===== src/rtl/gpu_isa_pkg.sv =====
// Shared ISA definitions for the GPU core: opcodes, mux encodings,
// instruction field positions and the pure instruction decode function.
// The decoder, PC/NZP unit, ALU and LSU all import this package.
package gpu_isa_pkg;

  // Instruction geometry
  localparam int INSTR_BITS    = 16;
  localparam int IMM_BITS      = 8;
  localparam int REG_ADDR_BITS = 4;
  localparam int NZP_BITS      = 3;

  // Field bit positions inside a fetched instruction
  localparam int OPCODE_MSB = 15;
  localparam int OPCODE_LSB = 12;
  localparam int RD_MSB     = 11;
  localparam int RD_LSB     = 8;
  localparam int RS_MSB     = 7;
  localparam int RS_LSB     = 4;
  localparam int RT_MSB     = 3;
  localparam int RT_LSB     = 0;
  localparam int NZP_MSB    = 11;
  localparam int NZP_LSB    = 9;
  localparam int IMM_MSB    = 7;
  localparam int IMM_LSB    = 0;

  typedef enum logic [3:0] {
    OP_NOP   = 4'h0,
    OP_BRNZP = 4'h1,
    OP_CMP   = 4'h2,
    OP_ADD   = 4'h3,
    OP_SUB   = 4'h4,
    OP_MUL   = 4'h5,
    OP_DIV   = 4'h6,
    OP_LDR   = 4'h7,
    OP_STR   = 4'h8,
    OP_CONST = 4'h9,
    OP_RET   = 4'hF
  } opcode_e;

  // Register file write-data source select
  localparam logic [1:0] REG_IN_ALU   = 2'd0;
  localparam logic [1:0] REG_IN_MEM   = 2'd1;
  localparam logic [1:0] REG_IN_CONST = 2'd2;

  // ALU arithmetic operation select
  localparam logic [1:0] ALU_OP_ADD = 2'd0;
  localparam logic [1:0] ALU_OP_SUB = 2'd1;
  localparam logic [1:0] ALU_OP_MUL = 2'd2;
  localparam logic [1:0] ALU_OP_DIV = 2'd3;

  // Control bundle handed to the execution units
  typedef struct packed {
    logic [REG_ADDR_BITS-1:0] rd;
    logic [REG_ADDR_BITS-1:0] rs;
    logic [REG_ADDR_BITS-1:0] rt;
    logic [NZP_BITS-1:0]      nzp;
    logic [IMM_BITS-1:0]      immediate;
    logic                     reg_write_enable;
    logic [1:0]               reg_input_mux;
    logic [1:0]               alu_arithmetic_mux;
    logic                     alu_output_mux;
    logic                     nzp_write_enable;
    logic                     mem_read_enable;
    logic                     mem_write_enable;
    logic                     pc_mux;
    logic                     ret;
  } decoded_t;

  localparam decoded_t DECODED_NOP = '0;

  // True for every opcode the ISA defines
  function automatic logic is_legal_opcode(input logic [3:0] op);
    case (op)
      OP_NOP, OP_BRNZP, OP_CMP, OP_ADD, OP_SUB, OP_MUL, OP_DIV,
      OP_LDR, OP_STR, OP_CONST, OP_RET: return 1'b1;
      default:                          return 1'b0;
    endcase
  endfunction

  // Raw instruction to control bundle. Address, nzp and immediate fields are
  // always taken straight from the instruction bits; enables and mux selects
  // stay zero unless the opcode sets them, so illegal opcodes decode as NOP.
  function automatic decoded_t decode_fields(input logic [INSTR_BITS-1:0] instr);
    decoded_t d;
    d           = DECODED_NOP;
    d.rd        = instr[RD_MSB:RD_LSB];
    d.rs        = instr[RS_MSB:RS_LSB];
    d.rt        = instr[RT_MSB:RT_LSB];
    d.nzp       = instr[NZP_MSB:NZP_LSB];
    d.immediate = instr[IMM_MSB:IMM_LSB];
    case (instr[OPCODE_MSB:OPCODE_LSB])
      OP_BRNZP: d.pc_mux = 1'b1;
      OP_CMP: begin
        d.alu_output_mux   = 1'b1;
        d.nzp_write_enable = 1'b1;
      end
      OP_ADD: begin
        d.reg_write_enable   = 1'b1;
        d.reg_input_mux      = REG_IN_ALU;
        d.alu_arithmetic_mux = ALU_OP_ADD;
      end
      OP_SUB: begin
        d.reg_write_enable   = 1'b1;
        d.reg_input_mux      = REG_IN_ALU;
        d.alu_arithmetic_mux = ALU_OP_SUB;
      end
      OP_MUL: begin
        d.reg_write_enable   = 1'b1;
        d.reg_input_mux      = REG_IN_ALU;
        d.alu_arithmetic_mux = ALU_OP_MUL;
      end
      OP_DIV: begin
        d.reg_write_enable   = 1'b1;
        d.reg_input_mux      = REG_IN_ALU;
        d.alu_arithmetic_mux = ALU_OP_DIV;
      end
      OP_LDR: begin
        d.mem_read_enable  = 1'b1;
        d.reg_write_enable = 1'b1;
        d.reg_input_mux    = REG_IN_MEM;
      end
      OP_STR: d.mem_write_enable = 1'b1;
      OP_CONST: begin
        d.reg_write_enable = 1'b1;
        d.reg_input_mux    = REG_IN_CONST;
      end
      OP_RET:  d.ret = 1'b1;
      default: ;
    endcase
    return d;
  endfunction

  // Keep the address/immediate fields, drop every enable and mux select
  function automatic decoded_t clear_enables(input decoded_t d);
    decoded_t c;
    c           = DECODED_NOP;
    c.rd        = d.rd;
    c.rs        = d.rs;
    c.rt        = d.rt;
    c.nzp       = d.nzp;
    c.immediate = d.immediate;
    return c;
  endfunction

endpackage


===== src/rtl/decoded_instruction_if.sv =====
// Decoded control bundle between the instruction decoder (producer) and the
// PC/NZP unit, ALU, LSU and register file (consumers).
interface decoded_instruction_if;
  import gpu_isa_pkg::*;

  logic [REG_ADDR_BITS-1:0] rd;
  logic [REG_ADDR_BITS-1:0] rs;
  logic [REG_ADDR_BITS-1:0] rt;
  logic [NZP_BITS-1:0]      nzp;
  logic [IMM_BITS-1:0]      immediate;
  logic                     reg_write_enable;
  logic [1:0]               reg_input_mux;
  logic [1:0]               alu_arithmetic_mux;
  logic                     alu_output_mux;
  logic                     nzp_write_enable;
  logic                     mem_read_enable;
  logic                     mem_write_enable;
  logic                     pc_mux;
  logic                     ret;

  modport producer (
    output rd, rs, rt, nzp, immediate,
    output reg_write_enable, reg_input_mux, alu_arithmetic_mux,
    output alu_output_mux, nzp_write_enable,
    output mem_read_enable, mem_write_enable, pc_mux, ret
  );

  modport consumer (
    input rd, rs, rt, nzp, immediate,
    input reg_write_enable, reg_input_mux, alu_arithmetic_mux,
    input alu_output_mux, nzp_write_enable,
    input mem_read_enable, mem_write_enable, pc_mux, ret
  );

endinterface


===== src/rtl/instruction_decoder.sv =====
// Registered instruction decoder: one fetched instruction in, one control
// bundle out, one cycle of latency and one instruction per cycle throughput.
//
// Handshake: a transfer happens on a rising edge where valid && ready are both
// high. The producer keeps valid and its data stable until that edge; ready
// may depend combinationally on the consumer's ready but never on valid.
// flush drops both the held bundle and whatever is offered that cycle.
module instruction_decoder
  import gpu_isa_pkg::*;
#(
  parameter int INSTR_W = 16,
  parameter int IMM_W   = 8
) (
  input  logic                   clk,
  input  logic                   reset,
  input  logic                   instr_valid,
  input  logic [INSTR_W-1:0]     instr,
  output logic                   instr_ready,
  input  logic                   flush,
  decoded_instruction_if.producer decoded_instruction,
  output logic                   dec_valid,
  input  logic                   dec_ready,
  output logic                   illegal
);

  // Only the fixed 16-bit encoding is implemented
  if (INSTR_W != INSTR_BITS || IMM_W != IMM_BITS) begin : g_bad_params
    $error("instruction_decoder supports only INSTR_W=16, IMM_W=8");
  end

  decoded_t bundle_q;
  logic     accept;

  // Ready whenever the output slot is empty or being drained this cycle
  always_comb begin
    instr_ready = !reset && !flush && (!dec_valid || dec_ready);
    accept      = instr_valid && instr_ready;
  end

  // Output bundle register, valid flag and sticky illegal-opcode flag
  always_ff @(posedge clk) begin
    if (reset) begin
      bundle_q  <= DECODED_NOP;
      dec_valid <= 1'b0;
      illegal   <= 1'b0;
    end else if (flush) begin
      bundle_q  <= clear_enables(bundle_q);
      dec_valid <= 1'b0;
    end else if (accept) begin
      bundle_q  <= decode_fields(instr);
      dec_valid <= 1'b1;
      if (!is_legal_opcode(instr[OPCODE_MSB:OPCODE_LSB])) begin
        illegal <= 1'b1;
      end
    end else if (dec_ready) begin
      dec_valid <= 1'b0;
    end
  end

  // Drive the interface straight from the register: no path from instr
  assign decoded_instruction.rd                 = bundle_q.rd;
  assign decoded_instruction.rs                 = bundle_q.rs;
  assign decoded_instruction.rt                 = bundle_q.rt;
  assign decoded_instruction.nzp                = bundle_q.nzp;
  assign decoded_instruction.immediate          = bundle_q.immediate;
  assign decoded_instruction.reg_write_enable   = bundle_q.reg_write_enable;
  assign decoded_instruction.reg_input_mux      = bundle_q.reg_input_mux;
  assign decoded_instruction.alu_arithmetic_mux = bundle_q.alu_arithmetic_mux;
  assign decoded_instruction.alu_output_mux     = bundle_q.alu_output_mux;
  assign decoded_instruction.nzp_write_enable   = bundle_q.nzp_write_enable;
  assign decoded_instruction.mem_read_enable    = bundle_q.mem_read_enable;
  assign decoded_instruction.mem_write_enable   = bundle_q.mem_write_enable;
  assign decoded_instruction.pc_mux             = bundle_q.pc_mux;
  assign decoded_instruction.ret                = bundle_q.ret;

endmodule


===== src/flat_wrapper.sv =====
// flat-port wrapper written by rule: the top's interface ports become plain ports
module instruction_decoder_flat import gpu_isa_pkg::*;
#(
  parameter int INSTR_W = 16,
  parameter int IMM_W   = 8
)
  (clk, reset, instr_valid, instr, instr_ready, flush, dec_valid, dec_ready, illegal, decoded_instruction_rd, decoded_instruction_rs, decoded_instruction_rt, decoded_instruction_nzp, decoded_instruction_immediate, decoded_instruction_reg_write_enable, decoded_instruction_reg_input_mux, decoded_instruction_alu_arithmetic_mux, decoded_instruction_alu_output_mux, decoded_instruction_nzp_write_enable, decoded_instruction_mem_read_enable, decoded_instruction_mem_write_enable, decoded_instruction_pc_mux, decoded_instruction_ret);
  decoded_instruction_if decoded_instruction_i ();
  input  logic clk;
  input  logic reset;
  input  logic instr_valid;
  input  logic [INSTR_W-1:0] instr;
  output logic instr_ready;
  input  logic flush;
  output logic dec_valid;
  input  logic dec_ready;
  output logic illegal;
  output wire logic [$bits(decoded_instruction_i.rd)-1:0] decoded_instruction_rd;
  output wire logic [$bits(decoded_instruction_i.rs)-1:0] decoded_instruction_rs;
  output wire logic [$bits(decoded_instruction_i.rt)-1:0] decoded_instruction_rt;
  output wire logic [$bits(decoded_instruction_i.nzp)-1:0] decoded_instruction_nzp;
  output wire logic [$bits(decoded_instruction_i.immediate)-1:0] decoded_instruction_immediate;
  output wire logic [$bits(decoded_instruction_i.reg_write_enable)-1:0] decoded_instruction_reg_write_enable;
  output wire logic [$bits(decoded_instruction_i.reg_input_mux)-1:0] decoded_instruction_reg_input_mux;
  output wire logic [$bits(decoded_instruction_i.alu_arithmetic_mux)-1:0] decoded_instruction_alu_arithmetic_mux;
  output wire logic [$bits(decoded_instruction_i.alu_output_mux)-1:0] decoded_instruction_alu_output_mux;
  output wire logic [$bits(decoded_instruction_i.nzp_write_enable)-1:0] decoded_instruction_nzp_write_enable;
  output wire logic [$bits(decoded_instruction_i.mem_read_enable)-1:0] decoded_instruction_mem_read_enable;
  output wire logic [$bits(decoded_instruction_i.mem_write_enable)-1:0] decoded_instruction_mem_write_enable;
  output wire logic [$bits(decoded_instruction_i.pc_mux)-1:0] decoded_instruction_pc_mux;
  output wire logic [$bits(decoded_instruction_i.ret)-1:0] decoded_instruction_ret;
  assign decoded_instruction_rd = decoded_instruction_i.rd;
  assign decoded_instruction_rs = decoded_instruction_i.rs;
  assign decoded_instruction_rt = decoded_instruction_i.rt;
  assign decoded_instruction_nzp = decoded_instruction_i.nzp;
  assign decoded_instruction_immediate = decoded_instruction_i.immediate;
  assign decoded_instruction_reg_write_enable = decoded_instruction_i.reg_write_enable;
  assign decoded_instruction_reg_input_mux = decoded_instruction_i.reg_input_mux;
  assign decoded_instruction_alu_arithmetic_mux = decoded_instruction_i.alu_arithmetic_mux;
  assign decoded_instruction_alu_output_mux = decoded_instruction_i.alu_output_mux;
  assign decoded_instruction_nzp_write_enable = decoded_instruction_i.nzp_write_enable;
  assign decoded_instruction_mem_read_enable = decoded_instruction_i.mem_read_enable;
  assign decoded_instruction_mem_write_enable = decoded_instruction_i.mem_write_enable;
  assign decoded_instruction_pc_mux = decoded_instruction_i.pc_mux;
  assign decoded_instruction_ret = decoded_instruction_i.ret;
  instruction_decoder #(.INSTR_W(INSTR_W), .IMM_W(IMM_W)) u_core (.clk(clk), .reset(reset), .instr_valid(instr_valid), .instr(instr), .instr_ready(instr_ready), .flush(flush), .decoded_instruction(decoded_instruction_i), .dec_valid(dec_valid), .dec_ready(dec_ready), .illegal(illegal));
endmodule

===== config.mk =====
export PLATFORM = sky130hd
export DESIGN_NAME = instruction_decoder_flat
export DESIGN_NICKNAME = d
export VERILOG_FILES = /design/src/rtl/gpu_isa_pkg.sv /design/src/rtl/decoded_instruction_if.sv /design/src/rtl/instruction_decoder.sv /design/src/flat_wrapper.sv
export SDC_FILE = /design/constraint.sdc
export NUM_CORES = 1
export LEC_CHECK = 0
export CAP_MARGIN = 20
export CORE_MARGIN = 3
export CORE_UTILIZATION = 35
export CTS_BUF_LIST = sky130_fd_sc_hd__clkbuf_16
export CTS_CLUSTER_DIAMETER = 80
export DETAILED_ROUTE_END_ITERATION = 12
export MAX_ROUTING_LAYER = met4
export PLACE_DENSITY = 0.83
export SYNTH_ARGS = -nofsm -noshare
export SYNTH_HDL_FRONTEND = slang
export SYNTH_SLANG_ARGS = --single-unit

===== constraint.sdc =====
create_clock -name clk -period 1.4 [get_ports clk]
set_input_delay 0.35 -clock clk [delete_from_list [all_inputs] [get_ports clk]]
set_output_delay 0.35 -clock clk [all_outputs]
set_load 0.02 [all_outputs]

==> results of run 1 <==
## sequential cells by signal (all words and copies together) (netlist names)
register / cells
u_core.decoded_instruction.reg_input_mux: 2
u_core.decoded_instruction.ret: 1
u_core.decoded_instruction.rd: 3
u_core.dec_valid: 1
u_core.decoded_instruction.pc_mux: 1
u_core.decoded_instruction.mem_write_enable: 1
u_core.illegal: 1
u_core.decoded_instruction.immediate: 5
u_core.decoded_instruction.mem_read_enable: 1
u_core.decoded_instruction.reg_write_enable: 1
u_core.decoded_instruction.alu_output_mux: 1
u_core.decoded_instruction.nzp: 1
u_core.decoded_instruction.alu_arithmetic_mux: 2
u_core.decoded_instruction.rs: 3
## synthesized netlist by cell type
cell | count | area share, %
sky130_fd_sc_hd__dfxtp_1 | 24 | 42
sky130_fd_sc_hd__inv_2 | 2 | 0.66
sky130_fd_sc_hd__o311ai_0 | 1 | 0.77
sky130_fd_sc_hd__nor2b_1 | 2 | 1.1
sky130_fd_sc_hd__nand4b_1 | 1 | 0.77
sky130_fd_sc_hd__a21oi_1 | 6 | 2.6
sky130_fd_sc_hd__and2b_1 | 1 | 0.66
sky130_fd_sc_hd__nand2_1 | 1 | 0.33
sky130_fd_sc_hd__nor2_1 | 3 | 0.98
sky130_fd_sc_hd__o21ai_1 | 19 | 8.3
sky130_fd_sc_hd__or2_1 | 1 | 0.55
sky130_fd_sc_hd__and2_1 | 1 | 0.55
sky130_fd_sc_hd__o21ai_0 | 1 | 0.44
sky130_fd_sc_hd__nand3b_1 | 1 | 0.66
sky130_fd_sc_hd__o2bb2ai_2 | 1 | 1.3
sky130_fd_sc_hd__buf_2 | 4 | 1.8
sky130_fd_sc_hd__nor3_1 | 1 | 0.44
sky130_fd_sc_hd__o41ai_2 | 1 | 1.4
sky130_fd_sc_hd__o311ai_1 | 11 | 8.4
sky130_fd_sc_hd__xor2_1 | 1 | 0.77
sky130_fd_sc_hd__inv_1 | 13 | 4.3
sky130_fd_sc_hd__o211ai_1 | 5 | 3.3
sky130_fd_sc_hd__nand3_1 | 5 | 2.2
sky130_fd_sc_hd__nor2_4 | 1 | 0.98
sky130_fd_sc_hd__a311oi_1 | 1 | 0.77
sky130_fd_sc_hd__nand3_2 | 1 | 0.88
sky130_fd_sc_hd__buf_4 | 12 | 7.9
sky130_fd_sc_hd__buf_6 | 3 | 3.0
sky130_fd_sc_hd__nand2b_1 | 1 | 0.55
sky130_fd_sc_hd__clkbuf_1 | 2 | 0.66
sky130_fd_sc_hd__nand4_1 | 2 | 1.1
## what timing repair did
item / in CTS / in global routing
pin swaps: 4 / 2
resized for setup: 63 / 8
setup endpoints to repair: 51 / 9
buffers inserted: 2 / 0
cloned: 2 / 0
## power groups by stage
stage / Clock [uW] / Sequential, uW / Combinational (uW)
finish: 604 / 724 / 337
global route: 631 / 728 / 356
CTS: 604 / 724 / 330
detailed placement: 0 / 738 / 322
global placement: 0 / 736 / 314
floorplan: 0 / 763 / 133
## metrics by stage
step                setup WS, ps  TNS, ps  cell area [um^2]  cells  util (%)
floorplan                   18.8        0              1140    129         -
global placement            -717    -5530              1730    224      56.2
detailed placement          -735    -6720              1730    224      56.2
CTS                        -5.61    -5.61              1930    231      62.7
global route               -16.6    -56.2              1940    231      63.2
finish                      24.2        0              1940    231      63.2
## layout make-up
type                    instances  area, um^2
well taps                      44        55.1
flip-flops and latches         24         480
clock buffers                   3        75.1
inverters                      15        58.8
multi-input cells              69         547
fillers                       247        1130
repair buffers                 76         728
## metal layers
layer | global-route usage [%] | vias up | routed length [um]
li1 | - | 570 | -
met1 | 20.0 | 571 | 1330
met2 | 34.8 | 68 | 1960
met3 | 2.50 | 12 | 292
met4 | 9.64 | 0 | 110
met5 | - | - | 0
## logic make-up after synthesis
kind of cell,count (synthesis)
simple gates,22
flops,24
xor+xnor,1
buf+inv,36
compound gates,46
## critical path, stage by stage
cell	delay (ps)
sky130_fd_sc_hd__dlygate4sd2_1	200
sky130_fd_sc_hd__and2b_2	230
sky130_fd_sc_hd__nor2_1	90
sky130_fd_sc_hd__buf_4	150
## final timing paths
path,startpoint,to,slack (ps)
worst min-delay path,u_core.illegal,u_core.illegal,480
worst min register to register,u_core.illegal,u_core.illegal,480
worst max register to register,u_core.dec_valid,u_core.decoded_instruction.immediate[3],40
worst max-delay path,dec_ready,instr_ready,20
==> flow_metrics.env, run 1 <==
export IMPL_clk_insertion_delay_late_ps=250
export IMPL_synth_ff_latch_count=24
export IMPL_drive_above_1_share_pct=21.9
export IMPL_setup_repair_after_global_routing_missed_its_margin="true"
export IMPL_synth_adder_area_share_pct=0
export IMPL_grt_pass1_wl_mm=5.89
export IMPL_holdWs_ps=479
export IMPL_dieWidth_um=63.2
export IMPL_globalRouteTotalUtil_pct=19.1
export IMPL_final_period_utilization_pct=98.3
export IMPL_comb_power_share_pct=20.2
export IMPL_synth_xor_area_share_pct=0.766
export IMPL_initial_core_util_pct=37.2
export IMPL_detail_route_vias_per_cell=5.29
export IMPL_timing_final_setup_violations=0
export IMPL_clock_sinks=24
export IMPL_drt_total_wl_mm=3.69
export IMPL_route_antenna_remaining_nets=0
export IMPL_total_leakage_power_uw=0.000902
export IMPL_clkPwrFrac_pct=36.3
export IMPL_netlist_instances=129
export IMPL_grt_overflow_total=0
export IMPL_worstSetupEndpointType="primary output"
export IMPL_powerDensity_nw_per_um2=856
export IMPL_synthDistinctLibCells=31
export IMPL_vdd_ir_drop_max_uv=589
export IMPL_cp_required_ps=1050
export IMPL_r2r_cells=5
export IMPL_power_switching_fraction_pct=25.5
export IMPL_dr_first_iter_drc_count=59
export IMPL_hold_viol_final=0
export IMPL_numPortBuffers=57
export IMPL_first_global_vias=1244
export IMPL_drcViolationCount=0
export IMPL_layout_common_cells="36 x sky130_fd_sc_hd__dlygate4sd2_1, 24 x sky130_fd_sc_hd__dfxtp_1, 20 x sky130_fd_sc_hd__o21ai_1"
export IMPL_clock_root_buffer="sky130_fd_sc_hd__clkbuf_16"
export IMPL_cts_buffers=3
export IMPL_worstPathMaxFanout=2
export IMPL_tritoncts="yes"
export IMPL_diodes_inserted=0
export IMPL_layout_cells_most_common="sky130_fd_sc_hd__dlygate4sd2_1"
export IMPL_synth_simple_area_share_pct=11.7
export IMPL_gp_routability_congestion=0.821
export IMPL_initial_antenna_violation_count=0
export IMPL_internal_power_uw=1240
export IMPL_standard_cell_rows=20
export IMPL_p_switching_uw=425
export IMPL_synth_net_count=150
export IMPL_ys_seq_area_share_pct=42.0
export IMPL_floorplan_die_height_um=63.2
export IMPL_synth_top_family_by_area="compound AO/OA/AOI/OAI gates"
export IMPL_final_net_count=210
export IMPL_core_area_um2=3080
export IMPL_wl_per_cell_um=16.0
export IMPL_timing_max_slew_rel_slack_pct=75.1
export IMPL_startpoint_type="input pin"
export IMPL_post_cts_hold_buffer_count=0
export IMPL_sequential_cell_fraction_of_total_power_pct=43.5
export IMPL_clk_pin_slew_ps=60
export IMPL_max_clock_freq_mhz=727
export IMPL_top_level_ports=58
export IMPL_fin_crit_ps=1380
export IMPL_die_area_um2=3990
export IMPL_grt_max_degree=22
export IMPL_clock_path_buffers=2
export IMPL_synth_mux_area_fraction_pct=0
export IMPL_worstHoldPathCells=1
export IMPL_crit_arrival_ps=1030
export IMPL_p_total_uw=1660
export IMPL_outcome="finished clean"
export IMPL_number_of_warnings_printed_during_yosys_synthesis=0
export IMPL_maxSlewViolCount=0
export IMPL_syn_cell_area_um2=1140
export IMPL_areaGrowthSynthToFinish_pct=70.0
export IMPL_worst_setup_skew_after_layout_ps=2.00
export IMPL_synth_compound_area_share_pct=27.4
export IMPL_synthesis_area_per_instance_um2=8.87
export IMPL_cap_viol_max_count=0
export IMPL_worst_setup_path_type="in -> out"
export IMPL_ctsHtreeMaxLevel=1
export IMPL_route_vias_total=1221
export IMPL_hpwl_mm=2.51
export IMPL_dr_pass1_iters=5
export IMPL_hold_class="reg -> reg"
export IMPL_worst_pin_slew_ps=373
Power figures use the tool's default switching activity.
==> inputs of run 2 (changes only) <==
--- a/config.mk
+++ b/config.mk
@@ -13,6 +13,7 @@
 export DETAILED_ROUTE_END_ITERATION = 12
 export MAX_ROUTING_LAYER = met4
 export PLACE_DENSITY = 0.83
+export SKIP_LAST_GASP = 1
 export SYNTH_ARGS = -nofsm -noshare
 export SYNTH_HDL_FRONTEND = slang
 export SYNTH_SLANG_ARGS = --single-unit
==> run 2 against run 1 <==
Utilization up 0.24 points. Count of clock-buffer cells in the layout stayed put. Worst hold slack unchanged. Via count unchanged. Flip-flop and latch count is the same. First-iteration DRC count down 5.1%. Clock skew unchanged. Sequential share of layout area is 0.095 points lower. Clock power is essentially flat. Routed wire length is essentially flat. Largest cell class unchanged. Largest power group unchanged.
==> flow_metrics.env, run 2 (synthesis gave the netlist of run 1 again) <==
export IMPL_powerDensity_nw_per_um2=853
export IMPL_final_period_utilization_pct=98.3
export IMPL_clock_sinks=24
export IMPL_timing_max_slew_rel_slack_pct=75.1
export IMPL_worst_pin_slew_ps=373
export IMPL_hold_class="reg -> reg"
export IMPL_first_global_vias=1244
export IMPL_areaGrowthSynthToFinish_pct=70.7
export IMPL_top_level_ports=58
export IMPL_seq_area_um2=480
export IMPL_wl_per_cell_um=16.0
export IMPL_sequential_cell_fraction_of_total_power_pct=43.5
export IMPL_drt_total_wl_mm=3.69
export IMPL_post_cts_hold_buffer_count=0
export IMPL_detail_route_vias_per_cell=5.29
export IMPL_worst_setup_skew_after_layout_ps=2.00
export IMPL_drcViolationCount=0
export IMPL_timing_final_setup_violations=0
export IMPL_worstPathMaxFanout=2
export IMPL_multi_input_comb_area_um2=547
export IMPL_layout_cells_most_common="sky130_fd_sc_hd__dlygate4sd2_1"
export IMPL_crit_arrival_ps=1030
export IMPL_hold_viol_final=0
export IMPL_diodes_inserted=0
export IMPL_clkPwrFrac_pct=36.2
export IMPL_clk_pin_slew_ps=60
export IMPL_gp_routability_congestion=0.821
export IMPL_internal_power_uw=1240
export IMPL_vdd_ir_drop_max_uv=589
export IMPL_path_cells="dlygate4sd2_1, and2b_2, nor2_1, buf_4"
export IMPL_initial_core_util_pct=37.2
export IMPL_largest_reg_flops=5
export IMPL_core_area_um2=3080
export IMPL_route_vias_total=1221
export IMPL_grt_max_degree=22
export IMPL_outcome="finished clean"
export IMPL_grt_pass1_wl_mm=5.89
export IMPL_p_switching_uw=425
export IMPL_hpwl_mm=2.51
export IMPL_standard_cell_rows=20
export IMPL_cts_buffers=3
export IMPL_worstSetupEndpointType="primary output"
export IMPL_setup_repair_after_global_routing_missed_its_margin="true"
export IMPL_layout_common_cells="36 x sky130_fd_sc_hd__dlygate4sd2_1, 24 x sky130_fd_sc_hd__dfxtp_1, 20 x sky130_fd_sc_hd__o21ai_1"
export IMPL_ctsHtreeMaxLevel=1
export IMPL_cp_required_ps=1050
export IMPL_route_antenna_remaining_nets=0
export IMPL_drive_above_1_share_pct=21.4
export IMPL_cap_viol_max_count=0
export IMPL_total_leakage_power_uw=0.000910
export IMPL_fin_crit_ps=1380
export IMPL_p_total_uw=1670
export IMPL_final_net_count=210
export IMPL_largest_stage_delay_on_the_critical_path_ps=230
export IMPL_clock_root_buffer="sky130_fd_sc_hd__clkbuf_16"
export IMPL_numPortBuffers=57
export IMPL_tritoncts="yes"
export IMPL_clock_path_buffers=2
export IMPL_clk_insertion_delay_late_ps=250
export IMPL_grt_overflow_total=0
export IMPL_maxSlewViolCount=0
export IMPL_dr_first_iter_drc_count=56
export IMPL_globalRouteTotalUtil_pct=19.1
export IMPL_max_clock_freq_mhz=727
export IMPL_startpoint_type="input pin"
export IMPL_dr_pass1_iters=5
export IMPL_die_area_um2=3990
export IMPL_dieWidth_um=63.2
export IMPL_worst_setup_path_type="in -> out"
export IMPL_initial_antenna_violation_count=0
export IMPL_fin_util_pct=63.4
export IMPL_fill_cells=246
export IMPL_power_switching_fraction_pct=25.5
export IMPL_comb_power_share_pct=20.3
export IMPL_floorplan_die_height_um=63.2
export IMPL_critical_path_slowest_cell="sky130_fd_sc_hd__and2b_2"
run 2: metrics by stage:
stage               worst slack, ps  area [um^2]  std cells  hold slack, ps  TNS (ps)
floorplan                      18.8         1140        129             485         0
finish                         24.2         1950        231             479         0
detailed placement             -735         1730        224             467     -6720
CTS                            -240         1930        231             481      -292
global placement               -717         1730        224             467     -5530
global route                  -16.6         1950        231             500     -56.2
run 2: timing repair:
| action | CTS | global route |
|---|---|---|
| endpoints found under the setup margin | 51 | 14 |
| cloned | 2 | 0 |
| pin swaps | 4 | 2 |
| setup buffers | 2 | 0 |
| gates resized for setup | 59 | 11 |
run 2: path summary, 6_finish.rpt:
path,from,endpoint,slack [ps],depth (start not counted)
worst max-delay path,dec_ready,instr_ready,20,4
worst min-delay path,u_core.illegal,u_core.illegal,480,1
worst max register to register,u_core.dec_valid,u_core.decoded_instruction.immediate[3],40,5
worst min register to register,u_core.illegal,u_core.illegal,480,1
run 2: layout make-up:
cell class              instances  share of cell area [%]
repair buffers                 76                    37.7
well taps                      44                    2.82
flip-flops and latches         24                    24.6
clock buffers                   3                    3.85
multi-input cells              69                    28.0
inverters                      15                    3.01
run 2: per-layer routing:
layer / share of wire [%] / track usage, %
met1: 36 / 20.0
met2: 53 / 34.8
met3: 7.9 / 2.50
met4: 3.0 / 9.64
met5: 0 / -
run 2: power groups by stage:
stage	combinational, uW	sequential [uW]	clock, uW
global placement	314	736	0
CTS	329	724	604
detailed placement	322	738	0
floorplan	133	763	0
finish	338	724	604
global route	357	728	631
run 2: worst max-delay path: cells and delay by family:
family,cells,cell delay [ps]
AND/OR/NAND/NOR,2,320
buffers and inverters,2,350
